===== src/rtl/ac_bank.sv =====
// Bank of R independent N-bit accumulators with per-register inc/dec/clear,
// bus and ALU loads, sticky wrap flags and a registered, decoded bus read port.
module ac_bank #(
  parameter int unsigned N         = 16,
  parameter int unsigned R         = 4,
  parameter logic [3:0]  READ_BASE = 4'd8
) (
  input  logic                 clk,
  input  logic                 rst,
  input  logic                 write_en,
  input  logic [$clog2(R)-1:0] wsel,
  input  logic [N-1:0]         datain,
  input  logic                 alu_to_ac,
  input  logic [N-1:0]         alu_out,
  input  logic                 inc_en,
  input  logic                 dec_en,
  input  logic                 clr_en,
  input  logic [$clog2(R)-1:0] asel,
  input  logic [3:0]           read_en,
  output logic [N-1:0]         dataout,
  output logic [N-1:0]         bus_out,
  output logic                 bus_hit,
  output logic [R-1:0]         zero,
  output logic [R-1:0]         wrap
);

  localparam int unsigned SelW = $clog2(R);
  localparam logic [N-1:0] One = N'(1);

  if (N < 2) begin : g_bad_width
    $error("ac_bank: N must be at least 2");
  end
  if (R < 2 || R > 8) begin : g_bad_count
    $error("ac_bank: R must be in 2..8");
  end
  if (32'(READ_BASE) + R > 16) begin : g_bad_base
    $error("ac_bank: READ_BASE + R exceeds the read_en code space");
  end

  logic [N-1:0] reg_q [R];
  logic [N-1:0] reg_d [R];
  logic [R-1:0] wrap_q, wrap_d;
  logic [N-1:0] bus_q, bus_d;
  logic         hit_q, hit_d;

  // Per-register next state: clear > bus write > ALU load > inc/dec.
  // Selects >= R never match any r, so they fall through as no-ops.
  always_comb begin
    for (int unsigned r = 0; r < R; r++) begin
      reg_d[r]  = reg_q[r];
      wrap_d[r] = wrap_q[r];
      if (clr_en && asel == SelW'(r)) begin
        reg_d[r]  = '0;
        wrap_d[r] = 1'b0;
      end else if (write_en && wsel == SelW'(r)) begin
        reg_d[r] = datain;
      end else if (asel == SelW'(r)) begin
        if (alu_to_ac) begin
          reg_d[r] = alu_out;
        end else if (inc_en && !dec_en) begin
          reg_d[r] = reg_q[r] + One;
          if (&reg_q[r]) wrap_d[r] = 1'b1;
        end else if (dec_en && !inc_en) begin
          reg_d[r] = reg_q[r] - One;
          if (reg_q[r] == '0) wrap_d[r] = 1'b1;
        end
      end
    end
  end

  // Bus read samples pre-update register values.
  always_comb begin
    bus_d = '0;
    hit_d = 1'b0;
    for (int unsigned r = 0; r < R; r++) begin
      if (read_en == 4'(32'(READ_BASE) + r)) begin
        bus_d = reg_q[r];
        hit_d = 1'b1;
      end
    end
  end

  always_ff @(posedge clk or posedge rst) begin
    if (rst) begin
      for (int unsigned r = 0; r < R; r++) begin
        reg_q[r] <= '0;
      end
      wrap_q <= '0;
      bus_q  <= '0;
      hit_q  <= 1'b0;
    end else begin
      for (int unsigned r = 0; r < R; r++) begin
        reg_q[r] <= reg_d[r];
      end
      wrap_q <= wrap_d;
      bus_q  <= bus_d;
      hit_q  <= hit_d;
    end
  end

  always_comb begin
    for (int unsigned r = 0; r < R; r++) begin
      zero[r] = (reg_q[r] == '0);
    end
  end

  assign dataout = reg_q[0];
  assign bus_out = bus_q;
  assign bus_hit = hit_q;
  assign wrap    = wrap_q;

endmodule


===== config.mk =====
export PLATFORM = sky130hd
export DESIGN_NAME = ac_bank
export DESIGN_NICKNAME = d
export VERILOG_FILES = /design/src/rtl/ac_bank.sv
export SDC_FILE = /design/constraint.sdc
export NUM_CORES = 1
export LEC_CHECK = 0
export ABC_AREA = 1
export BUFFER_PORTS_ARGS = -buffer_cell sky130_fd_sc_hd__clkbuf_2
export CAP_MARGIN = 20
export CORE_MARGIN = 2
export CORE_UTILIZATION = 50
export DETAILED_ROUTE_END_ITERATION = 16
export PLACE_DENSITY = 0.69
export SLEW_MARGIN = 20
export SYNTH_ARGS = -nofsm -noshare
export SYNTH_HDL_FRONTEND = slang
export SYNTH_SLANG_ARGS = --single-unit

===== constraint.sdc =====
create_clock -name clk -period 2.85 [get_ports clk]
set_input_delay 0.4275 -clock clk [delete_from_list [all_inputs] [get_ports clk]]
set_output_delay 0.4275 -clock clk [all_outputs]
set_load 0.01 [all_outputs]

# ---- Word-level counts from Yosys, hierarchy flattened
# Index checks and enable logic that the tools add are counted.
# W data, S select, Z words.
dict set report totals {
  elab_cells 154
  regBits 85
  out_inout_bits 41
}
dict set report op_classes {
  eq_ne 22
  addsub 8
  mux 64
  reduce_logical 50
}
# cell n
set ops {}
lappend ops {{$mux W16} 28}
lappend ops {{$add A16 B1 Y16 const B} 4}
lappend ops {{$logic_not A16 Y1} 4}
lappend ops {{$reduce_and A16 Y1} 4}
lappend ops {{$sub A16 B1 Y16 const B} 4}
lappend ops {{$mux W1} 36}
lappend ops {{$reduce_bool A3 Y1} 12}
lappend ops {{$reduce_and A6 Y1} 4}
lappend ops {{$reduce_bool A5 Y1} 4}
lappend ops {{$eq A4 B4 Y1 const B} 4}
lappend ops {{$logic_and A1 B1 Y1} 10}
lappend ops {{$eq A2 B2 Y1 const B} 4}
lappend ops {{$ne A2 B1 Y1 const B} 4}
lappend ops {{$ne A2 B2 Y1 const B} 4}
lappend ops {{$reduce_and A2 Y1} 4}
lappend ops {{$reduce_bool A2 Y1} 4}
lappend ops {{$ne A3 B1 Y1 const B} 2}
lappend ops {{$eq A2 B1 Y1 const B} 2}
lappend ops {{$logic_not A2 Y1} 2}
lappend ops {{$ne A3 B2 Y1 const B} 1}
lappend ops {{$ne A3 B3 Y1 const B} 1}
lappend ops {{$logic_not A1 Y1} 2}

# ---- Logic depth before layout (Yosys ltp)
# Gate-level depths: netlist (run 1).
dict set report depth {
  word_depth 8
  ltp_mapped 19
  ltp_nobuf 18
}

# ---- Worst setup path after synthesis (run 1)
# OpenSTA, ideal clock, no wires.
dict set report synth_path {
  path_type {input-to-reg}
  from {input dec_en}
  to {register reg_q[15] in the netlist's numbering}
  path_buffers 1
  path_slack_ps -653
  setup_time_ps 116
  arrival_time_ps 3386
  t_required_ps 2734
  stages 17
  cell_sequence {inv_1 > ha_1 > buf_6 > inv_1 > ha_1 > nand2_1 > inv_1 > a21oi_1 > nand2_1 > nand2_1 > nand3_1 > nand2_1 > nand2_1 > nand2_1 > nand2_1 > nand2_1 > nand2_1}
}
dict set report synth_between {
  elab_chain_len 7
  word_cells_on_any_way 10
  classes_between {mux (5); reduce/logical (5)}
}
# item line_no
set synth_rtl {}
lappend synth_rtl {{start: declaration} 16} ;# input logic dec_en,
lappend synth_rtl {{$logic_not A1 Y1} 60} ;# end else if (inc_en && !dec_en) begin
lappend synth_rtl {{$logic_and A1 B1 Y1} 60}
lappend synth_rtl {{$mux W16} 60}
lappend synth_rtl {{$mux W16} 58} ;# if (alu_to_ac) begin
lappend synth_rtl {{$mux W16} 57} ;# end else if (asel == SelW'(r)) begin
lappend synth_rtl {{$mux W16} 55} ;# end else if (write_en && wsel == SelW'(r)) begin
lappend synth_rtl {{$mux W16} 52} ;# if (clr_en && asel == SelW'(r)) begin
lappend synth_rtl {{end signal: indexed assignment} 93} ;# reg_q[r] <= reg_d[r];
lappend synth_rtl {{end: declaration} 40} ;# logic [N-1:0] reg_q [R];
# Parallel ways exist; a longest one is shown, timed or not. The select of a mux whose other input is x is not followed.
# A chain may end at the register's enable or synchronous reset.

# ---- Worst setup path after layout (run 1)
dict set report layout_path {
  from {input dec_en}
  to {register reg_q[7] in the netlist's numbering}
}
# Same word-level chain as after synthesis.

==> report_table.html, run 1 <==
<table>
<tr><th>Metric</th><th>Value</th></tr>
<tr><th colspan="2">Outcome</th></tr>
<tr><td>Result of the run</td><td>completed</td></tr>
<tr><th colspan="2">Global route</th></tr>
<tr><td>Initial antenna violation count</td><td>0</td></tr>
<tr><td>GR Util All Layers</td><td>35.0%</td></tr>
<tr><td>Via count of the first global-routing pass</td><td>8682</td></tr>
<tr><td>Wire length of the first global-routing pass</td><td>49100 um</td></tr>
<tr><td>Largest net degree at the start of global routing</td><td>54</td></tr>
<tr><td>Residual overflow from global routing</td><td>0</td></tr>
<tr><th colspan="2">Power</th></tr>
<tr><td>PD cells</td><td>670 nW/um2</td></tr>
<tr><td>Switching power</td><td>3.27 mW</td></tr>
<tr><td>VDD IR max</td><td>347 uV</td></tr>
<tr><td>Relative contribution of the clock network to total power</td><td>18.1%</td></tr>
<tr><td>Flop pwr share</td><td>28.1%</td></tr>
<tr><td>Leakage power figure</td><td>5.62 nW</td></tr>
<tr><td>Power Internal</td><td>3.36 mW</td></tr>
<tr><td>Combinational fraction of design power</td><td>53.7%</td></tr>
<tr><td>Overall power after layout</td><td>6.63 mW</td></tr>
<tr><td>Switching share of power</td><td>49.3%</td></tr>
<tr><th colspan="2">Floorplanning</th></tr>
<tr><td>Horizontal extent of the die</td><td>138 um</td></tr>
<tr><td>Number of top-level pins</td><td>88</td></tr>
<tr><td>Initial core utilization</td><td>51.3%</td></tr>
<tr><td>Site Rows</td><td>48</td></tr>
<tr><td>Height of the chip</td><td>138 um</td></tr>
<tr><td>Die area</td><td>19000 um2</td></tr>
<tr><td>Area of the placeable core</td><td>17400 um2</td></tr>
<tr><th colspan="2">Routing</th></tr>
<tr><td>Iter 0 DRT Violations</td><td>974</td></tr>
<tr><td>DRC violation count after routing</td><td>0</td></tr>
<tr><td>Routed vias/inst</td><td>5.54</td></tr>
<tr><td>Post-detailed-routing wire length</td><td>32600 um</td></tr>
<tr><td>First drt pass iteration count</td><td>6</td></tr>
<tr><td>Vias after detailed routing</td><td>9696</td></tr>
<tr><td>Post-route ant nets</td><td>0</td></tr>
<tr><td>Per-cell routed wire length</td><td>18.6 um</td></tr>
<tr><th colspan="2">Timing</th></tr>
<tr><td>Count of endpoints failing hold in the final timing report</td><td>0</td></tr>
<tr><td>Hold_ws</td><td>0.107 ns</td></tr>
<tr><td>Final count of pins violating max slew</td><td>0</td></tr>
<tr><td>Final critical-path setup slack</td><td>0.574 ns</td></tr>
<tr><td>Setup repair after global routing missed its margin</td><td>no</td></tr>
<tr><td>Setup skew after layout</td><td>0.00683 ns</td></tr>
<tr><td>Finish-stage setup viols</td><td>0</td></tr>
<tr><td>Tcrit/Tclk final</td><td>79.8%</td></tr>
<tr><td>Final critical path time including I/O delays and setup</td><td>2.28 ns</td></tr>
<tr><td>Highest Clock Rate</td><td>439 MHz</td></tr>
<tr><td>Worst slew margin relative to its limit</td><td>54.1%</td></tr>
<tr><td>Slew of the pin with the lowest slew margin</td><td>0.687 ns</td></tr>
<tr><th colspan="2">Cells and area</th></tr>
<tr><td>Number of inserted diodes</td><td>0</td></tr>
<tr><td>Area occupied by registers</td><td>2130 um2</td></tr>
<tr><td>Count of fill cells added during filler insertion</td><td>1803</td></tr>
<tr><td>Net count of the finished layout</td><td>1641</td></tr>
<tr><td>Area added between synthesis and finish</td><td>10.6%</td></tr>
<tr><td>Layout cells sized above 1</td><td>11.7%</td></tr>
<tr><td>Post-route cell area</td><td>9890 um2</td></tr>
<tr><td>Commonest cells after routing, fill and taps aside</td><td>nand2_1, inv_1, nor2_1</td></tr>
<tr><td>Multi-input combinational cell area</td><td>5540 um2</td></tr>
<tr><td>Commonest non-fill, non-tap cell in the layout</td><td>nand2_1</td></tr>
<tr><td>Final standard cell count with taps included and fillers excluded</td><td>1750</td></tr>
<tr><th colspan="2">Clock network</th></tr>
<tr><td>Clock Tree Buf Depth</td><td>2</td></tr>
<tr><td>Clock buffer count from CTS</td><td>9</td></tr>
<tr><td>CTS Root Cell</td><td>clkbuf_16</td></tr>
<tr><td>Hold buffer count at CTS</td><td>0</td></tr>
<tr><td>Resized Gates After CTS</td><td>0</td></tr>
<tr><td>TritonCTS clock tree</td><td>done</td></tr>
<tr><td>Level count of the clock H-tree</td><td>3</td></tr>
<tr><td>Buffer count from post-CTS setup fixing</td><td>0</td></tr>
<tr><td>Clock input transition at the sequential cells of the worst setup and hold paths</td><td>0.07 ns</td></tr>
<tr><td>Clock sink count</td><td>85</td></tr>
<tr><td>Worst skew pair latency</td><td>0.36 ns</td></tr>
<tr><th colspan="2">Synth</th></tr>
<tr><td>Number of different library cells in the post-synthesis netlist</td><td>41</td></tr>
<tr><td>Per-instance average area after synthesis</td><td>6.16 um2</td></tr>
<tr><td>Cell area after synthesis</td><td>8940 um2</td></tr>
<tr><td>Fraction of synthesis flops using an asynchronous set or reset pin</td><td>100%</td></tr>
<tr><td>Flop and latch count out of synthesis</td><td>85</td></tr>
<tr><td>Flip-flop cell with the highest count after synthesis</td><td>dfrtp_1</td></tr>
<tr><td>Total number of yosys warnings</td><td>0</td></tr>
<tr><td>Share of the yosys chip area belonging to registers</td><td>23.8%</td></tr>
<tr><td>Post-synth EDFFs</td><td>0</td></tr>
<tr><td>Post-Synthesis Net Count</td><td>1572</td></tr>
<tr><td>Post-Synthesis Cells</td><td>1451</td></tr>
<tr><th colspan="2">Place</th></tr>
<tr><td>Number of buffers inserted by port buffering</td><td>87</td></tr>
<tr><td>Detailed Place HPWL</td><td>25400 um</td></tr>
<tr><td>Cell total after placement</td><td>1734</td></tr>
<tr><td>Instance area at placement</td><td>9600 um2</td></tr>
<tr><td>Gp weighted congestion</td><td>1.04</td></tr>
<tr><td>Worst setup slack before clock tree synthesis</td><td>0.247 ns</td></tr>
<tr><th colspan="2">Worst setup path</th></tr>
<tr><td>Data required time of the critical path</td><td>3.10 ns</td></tr>
<tr><td>Startpoint types</td><td>input pin</td></tr>
<tr><td>Launch point of the critical path</td><td>dec_en</td></tr>
<tr><td>CP Class</td><td>input pin to flop</td></tr>
<tr><td>Launch point of the worst reg-to-reg path</td><td>reg_q[32]</td></tr>
<tr><td>Category of the worst setup path capture point</td><td>flop</td></tr>
<tr><td>FF-to-FF path depth</td><td>6</td></tr>
<tr><td>Biggest fanout along the worst timing path</td><td>15</td></tr>
<tr><td>Data arrival, critical path</td><td>2.52 ns</td></tr>
<tr><th colspan="2">Flow run</th></tr>
<tr><td>MaxCap Viol Count</td><td>0</td></tr>
<tr><th colspan="2">Hold path</th></tr>
<tr><td>Hold crit path type</td><td>input pin to async pin</td></tr>
</table>
-- flip-flops by register name, summed over array words and instances (netlist names) --
name	flops
bus_hit	1
bus_out	16
dataout	16
reg_q	48
wrap	4
-- final timing paths --
kind | to | slack (ns)
max in group asynchronous | reg_q[28] | 2.03
hold reg to reg | wrap[1] | 0.55
setup reg to reg | reg_q[34] | 0.89
hold / removal | dataout[2] | 0.11
setup / recovery | reg_q[7] | 0.57
min in group clk | bus_hit | 0.34
-- metrics by stage --
step	TNS, ns	utilization (%)
final	0	56.8
after global routing	0	56.8
after CTS	0	56.8
after detailed placement	0	55.1
after global placement	0	55.1
after floorplan	-15.15	-
-- cells by family after synthesis --
group / after synthesis / share of synthesized area, %
flip-flops: 85 / 23.8
AO/OA/AOI/OAI: 252 / 15.6
buffers and inverters: 326 / 14.9
adder cells (fa/ha/maj): 74 / 10.7
XOR/XNOR: 6 / 0.588
AND/OR/NAND/NOR: 708 / 34.4
-- power by group through the flow --
stage                     Clock [mW]  Combinational (mW)  Sequential, mW
after detailed placement           0                3.50            1.87
after floorplan                    0                2.73            1.73
after global routing            1.26                4.07            1.89
after CTS                       1.20                3.52            1.85
final                           1.20                3.56            1.87
after global placement             0                3.46            1.87
-- metal layers --
metal  vias to the layer above  global-route usage (%)  wire, um  share of wire, %
li1                       4816                       -         -                 -
met1                      4405                    50.4     14500                45
met2                       428                    53.2     14000                43
met3                        47                    6.18      3080               9.5
met4                         0                    11.4       975               3.0
met5                         -                       0         0                 0
-- area by class of cell --
class                      count  share of cell area [%]
multi-input combinational   1040                    56.0
sequential                    85                    21.5
inverter                     283                    10.9
timing repair buffer         101                    5.85
tap                          225                    2.85
clock buffer                  10                    2.42
clock inverter                 6                   0.468
-- cells in the mapped netlist (4+ instances only) --
master | n | share of area, %
nand2_1 | 387 | 16
inv_2 | 10 | 0.42
nor4_1 | 31 | 2.2
buf_4 | 16 | 1.3
a21oi_2 | 6 | 0.59
a21oi_1 | 106 | 5.9
o21ai_1 | 10 | 0.56
a31oi_1 | 8 | 0.56
o21ai_2 | 4 | 0.39
buf_2 | 7 | 0.39
nor3_1 | 13 | 0.73
a211oi_1 | 4 | 0.34
fa_1 | 4 | 0.90
o21ai_0 | 76 | 4.3
dfrtp_1 | 85 | 24
or2_2 | 13 | 0.91
buf_6 | 5 | 0.63
ha_1 | 70 | 9.8
nand3_1 | 109 | 6.1
nand4_1 | 18 | 1.3
o22ai_1 | 30 | 2.1
nor2_1 | 120 | 5.0
clkbuf_1 | 12 | 0.50
inv_1 | 272 | 11
-- critical path: stages --
cell        delay [ns]
clkbuf_2          0.16
inv_12            0.07
ha_4              0.14
clkinvlp_4        0.14
buf_4             0.24
ha_1              0.35
nand3_1           0.08
nand3_1           0.16
nand2_1           0.12
nand3_1           0.09
nand2_1           0.05
o21ai_0           0.24
nand2_1           0.10
nand2_1           0.07
o21ai_0           0.08
Note: power is estimated with default switching activity, not from simulation.
==> run 2, diff against run 1 <==
--- a/config.mk
+++ b/config.mk
@@ -11,7 +11,7 @@
 export CORE_MARGIN = 2
 export CORE_UTILIZATION = 50
 export DETAILED_ROUTE_END_ITERATION = 16
-export PLACE_DENSITY = 0.69
+export PLACE_DENSITY = 0.72
 export SLEW_MARGIN = 20
 export SYNTH_ARGS = -nofsm -noshare
 export SYNTH_HDL_FRONTEND = slang
==> constraint.sdc (replaced) <==
create_clock -name clk -period 2 [get_ports clk]
set_input_delay 0.3 -clock clk [delete_from_list [all_inputs] [get_ports clk]]
set_output_delay 0.3 -clock clk [all_outputs]
set_load 0.01 [all_outputs]
==> report_table.html, run 2 (synthesis results as in run 1) <==
<table>
<tr><th>Metric</th><th>Value</th></tr>
<tr><th colspan="2">Clock network</th></tr>
<tr><td>TritonCTS clock tree</td><td>done</td></tr>
<tr><td>CTS Root Cell</td><td>clkbuf_16</td></tr>
<tr><td>Hold buffer count at CTS</td><td>0 (unchanged)</td></tr>
<tr><td>Clock input transition at the sequential cells of the worst setup and hold paths</td><td>0.07 ns (about the same)</td></tr>
<tr><td>Clock Tree Buf Depth</td><td>2 (unchanged)</td></tr>
<tr><td>Worst skew pair latency</td><td>0.36 ns (about the same)</td></tr>
<tr><td>Clock sink count</td><td>85 (unchanged)</td></tr>
<tr><td>Level count of the clock H-tree</td><td>3 (unchanged)</td></tr>
<tr><td>Clock buffer count from CTS</td><td>9 (unchanged)</td></tr>
<tr><th colspan="2">Timing</th></tr>
<tr><td>Final critical-path setup slack</td><td>-0.0908 ns (-0.665 ns)</td></tr>
<tr><td>Hold_ws</td><td>0.0257 ns (-0.0808 ns)</td></tr>
<tr><td>Worst slew margin relative to its limit</td><td>62.0% (+7.9 points)</td></tr>
<tr><td>Final count of pins violating max slew</td><td>0 (unchanged)</td></tr>
<tr><td>Tcrit/Tclk final</td><td>105%</td></tr>
<tr><td>Setup skew after layout</td><td>0.00848 ns (+0.00165 ns)</td></tr>
<tr><td>Count of endpoints failing hold in the final timing report</td><td>0 (unchanged)</td></tr>
<tr><td>Highest Clock Rate</td><td>478 MHz</td></tr>
<tr><td>Slew of the pin with the lowest slew margin</td><td>0.569 ns (-0.118 ns)</td></tr>
<tr><td>Setup repair after global routing missed its margin</td><td>yes</td></tr>
<tr><td>Final critical path time including I/O delays and setup</td><td>2.09 ns</td></tr>
<tr><td>Finish-stage setup viols</td><td>25 (+25)</td></tr>
<tr><th colspan="2">Place</th></tr>
<tr><td>Worst setup slack before clock tree synthesis</td><td>-0.488 ns (-0.735 ns)</td></tr>
<tr><td>Detailed Place HPWL</td><td>25100 um (-1.1%)</td></tr>
<tr><td>Number of buffers inserted by port buffering</td><td>87 (unchanged)</td></tr>
<tr><td>Instance area at placement</td><td>10500 um2 (+9.7%)</td></tr>
<tr><td>Cell total after placement</td><td>1856 (+7.0%)</td></tr>
<tr><td>Gp weighted congestion</td><td>1.12 (+7.8%)</td></tr>
<tr><th colspan="2">Worst setup path</th></tr>
<tr><td>CP Class</td><td>input pin to flop</td></tr>
<tr><td>Most frequent cell on the critical path</td><td>nand2_1</td></tr>
<tr><td>Family of cells with the greatest summed delay on the critical path</td><td>buffers and inverters</td></tr>
<tr><td>Cell-by-cell listing of the critical path</td><td>buf_12 -&gt; inv_12 -&gt; ha_4 -&gt; clkinvlp_4 -&gt; buf_12 -&gt; buf_12 -&gt; buf_16 -&gt; ha_4 -&gt; nand2_4 -&gt; inv_2 -&gt; a21oi_2 -&gt; nand2_2 -&gt; nand2_1 -&gt; nand3_1 -&gt; nand2_1 -&gt; nand2_1 -&gt; nand2_1 -&gt; nand2_1 -&gt; nand2_1 -&gt; nand2_1</td></tr>
<tr><td>Launch point of the worst reg-to-reg path</td><td>dataout[5]</td></tr>
<tr><td>Category of the worst setup path capture point</td><td>flop</td></tr>
<tr><td>R2R Setup Slk</td><td>0.03 ns (-0.86 ns)</td></tr>
<tr><td>FF-to-FF path depth</td><td>8 (+2)</td></tr>
<tr><td>Data arrival, critical path</td><td>2.34 ns (-0.18 ns)</td></tr>
<tr><td>Data required time of the critical path</td><td>2.25 ns (-0.85 ns)</td></tr>
<tr><td>Crit Reg-Reg Endpoint</td><td>dataout[6]</td></tr>
<tr><td>Biggest fanout along the worst timing path</td><td>7 (-8)</td></tr>
<tr><td>Number of buffer and inverter stages on the critical path</td><td>7 (+3)</td></tr>
<tr><td>Critical Path Max Stage Delay</td><td>0.23 ns (-0.12 ns)</td></tr>
<tr><td>Startpoint types</td><td>input pin</td></tr>
<tr><td>Highest-delay cell along the critical path</td><td>ha_4</td></tr>
<tr><th colspan="2">Routing</th></tr>
<tr><td>Iter 0 DRT Violations</td><td>1417 (+45%)</td></tr>
<tr><td>Post-detailed-routing wire length</td><td>36500 um (+12%)</td></tr>
<tr><td>Vias after detailed routing</td><td>11000 (+13%)</td></tr>
<tr><td>Post-route ant nets</td><td>0 (unchanged)</td></tr>
<tr><td>Wire length on met3</td><td>4060 um (+32%)</td></tr>
<tr><td>DRC violation count after routing</td><td>0 (unchanged)</td></tr>
<tr><td>Per-cell routed wire length</td><td>19.2 um (+3.3%)</td></tr>
<tr><td>Routed vias/inst</td><td>5.78 (+4.3%)</td></tr>
<tr><td>Routed met1 length</td><td>14100 um (-3.0%)</td></tr>
<tr><td>Top layer used by detailed routing</td><td>met4</td></tr>
<tr><td>Met2 routed wirelength</td><td>16300 um (+16%)</td></tr>
<tr><td>First drt pass iteration count</td><td>6 (unchanged)</td></tr>
<tr><th colspan="2">Cells and area</th></tr>
<tr><td>Layout cells sized above 1</td><td>32.6% (+21 points)</td></tr>
<tr><td>Commonest cells after routing, fill and taps aside</td><td>nand2_1, inv_1, buf_4</td></tr>
<tr><td>Number of inserted diodes</td><td>0 (unchanged)</td></tr>
<tr><td>Register containing the most flip-flops in the final layout</td><td>reg_q</td></tr>
<tr><td>Commonest non-fill, non-tap cell in the layout</td><td>nand2_1</td></tr>
<tr><td>Max reg flops</td><td>48 (unchanged)</td></tr>
<tr><td>Count of fill cells added during filler insertion</td><td>1424 (-21%)</td></tr>
<tr><td>Area occupied by registers</td><td>2130 um2 (about the same)</td></tr>
<tr><td>Final standard cell count with taps included and fillers excluded</td><td>1896 (+8.3%)</td></tr>
<tr><td>Area added between synthesis and finish</td><td>40.0%</td></tr>
<tr><td>Post-route cell area</td><td>12500 um2 (+27%)</td></tr>
<tr><td>Net count of the finished layout</td><td>1787 (+8.9%)</td></tr>
<tr><td>Multi-input combinational cell area</td><td>6820 um2 (+23%)</td></tr>
<tr><th colspan="2">Floorplanning</th></tr>
<tr><td>Site Rows</td><td>48 (unchanged)</td></tr>
<tr><td>Initial core utilization</td><td>51.3% (unchanged)</td></tr>
<tr><td>Height of the chip</td><td>138 um (unchanged)</td></tr>
<tr><td>Die area</td><td>19000 um2 (unchanged)</td></tr>
<tr><td>Number of top-level pins</td><td>88 (unchanged)</td></tr>
<tr><td>Area of the placeable core</td><td>17400 um2 (unchanged)</td></tr>
<tr><td>Horizontal extent of the die</td><td>138 um (unchanged)</td></tr>
<tr><th colspan="2">Global route</th></tr>
<tr><td>Largest net degree at the start of global routing</td><td>86 (+59%)</td></tr>
<tr><td>Wire length of the first global-routing pass</td><td>51900 um (+5.6%)</td></tr>
<tr><td>Residual overflow from global routing</td><td>0 (unchanged)</td></tr>
<tr><td>Initial antenna violation count</td><td>0 (unchanged)</td></tr>
<tr><td>Via count of the first global-routing pass</td><td>9719 (+12%)</td></tr>
<tr><td>GR Util All Layers</td><td>36.3% (+1.3 points)</td></tr>
<tr><th colspan="2">Power</th></tr>
<tr><td>Leakage power figure</td><td>6.60 nW (+17%)</td></tr>
<tr><td>VDD IR max</td><td>522 uV (+50%)</td></tr>
<tr><td>PD cells</td><td>977 nW/um2 (+46%)</td></tr>
<tr><td>Overall power after layout</td><td>12.2 mW (+85%)</td></tr>
<tr><th colspan="2">Outcome</th></tr>
<tr><td>Failing checks</td><td>setup timing</td></tr>
<tr><td>Result of the run</td><td>finished with violations</td></tr>
<tr><th colspan="2">Hold path</th></tr>
<tr><td>Hold crit path type</td><td>input pin to async pin</td></tr>
<tr><th colspan="2">Flow run</th></tr>
<tr><td>MaxCap Viol Count</td><td>0 (unchanged)</td></tr>
</table>
==> run 2: how the worst max path moves through the flow <==
| stage | startpoint | to | slack (ns) | depth (start not counted) |
|---|---|---|---|---|
| floorplan | dec_en | reg_q[10] | -1.10 | 19 |
| global placement | dec_en | reg_q[15] | -0.43 | 19 |
| detailed placement | dec_en | reg_q[15] | -0.49 | 19 |
| CTS | dec_en | reg_q[15] | -0.03 | 20 |
| global route | dec_en | reg_q[31] | -0.25 | 21 |
| finish | dec_en | reg_q[31] | -0.09 | 20 |
==> run 2: layout make-up <==
class / count / share of cell area [%]
repair buffers: 247 / 15.2
multi-input cells: 1040 / 54.5
inverters: 283 / 8.66
flip-flops and latches: 85 / 17.0
clock inverters: 7 / 0.570
well taps: 225 / 2.25
clock buffers: 9 / 1.80
==> run 2: what timing repair did <==
action / CTS / global route
resized for setup: 96 / 181
gates cloned: 5 / 2
setup buffers: 7 / 10
endpoints found under the setup margin: 25 / 55
pin swaps: 24 / 81
==> run 2: metrics by stage <==
stage               util, %  TNS [ns]
global route           71.9     -5.49
finish                 71.9    -0.957
floorplan                 -    -59.06
global placement       60.5    -16.56
CTS                    66.4   -0.0942
detailed placement     60.5    -19.35
==> run 2: worst register-to-register path: stages (launching register included) <==
cell and delay, ns:
dfrtp_1 0.51, ha_1 0.39, a21oi_2 0.22, nand3_2 0.15, buf_4 0.17, a21oi_1 0.11, o21ai_1 0.11, a31oi_1 0.14
nor2_1 0.06
==> run 2: power breakdown <==
| group | internal [mW] | total (mW) | leakage (nW) | switching (mW) |
|---|---|---|---|---|
| clock | 0.892 | 1.74 | 0.149 | 0.843 |
| combinational | 3.39 | 7.81 | 5.42 | 4.42 |
| sequential | 2.08 | 2.69 | 1.04 | 0.608 |
| total | 6.36 | 12.2 | 6.60 | 5.87 |
==> run 2: layer usage <==
layer | global-route usage, % | vias to the layer above
li1 | - | 5104
met1 | 49.3 | 5032
met2 | 54.4 | 702
met3 | 7.73 | 123
met4 | 18.4 | 0
met5 | 0 | -
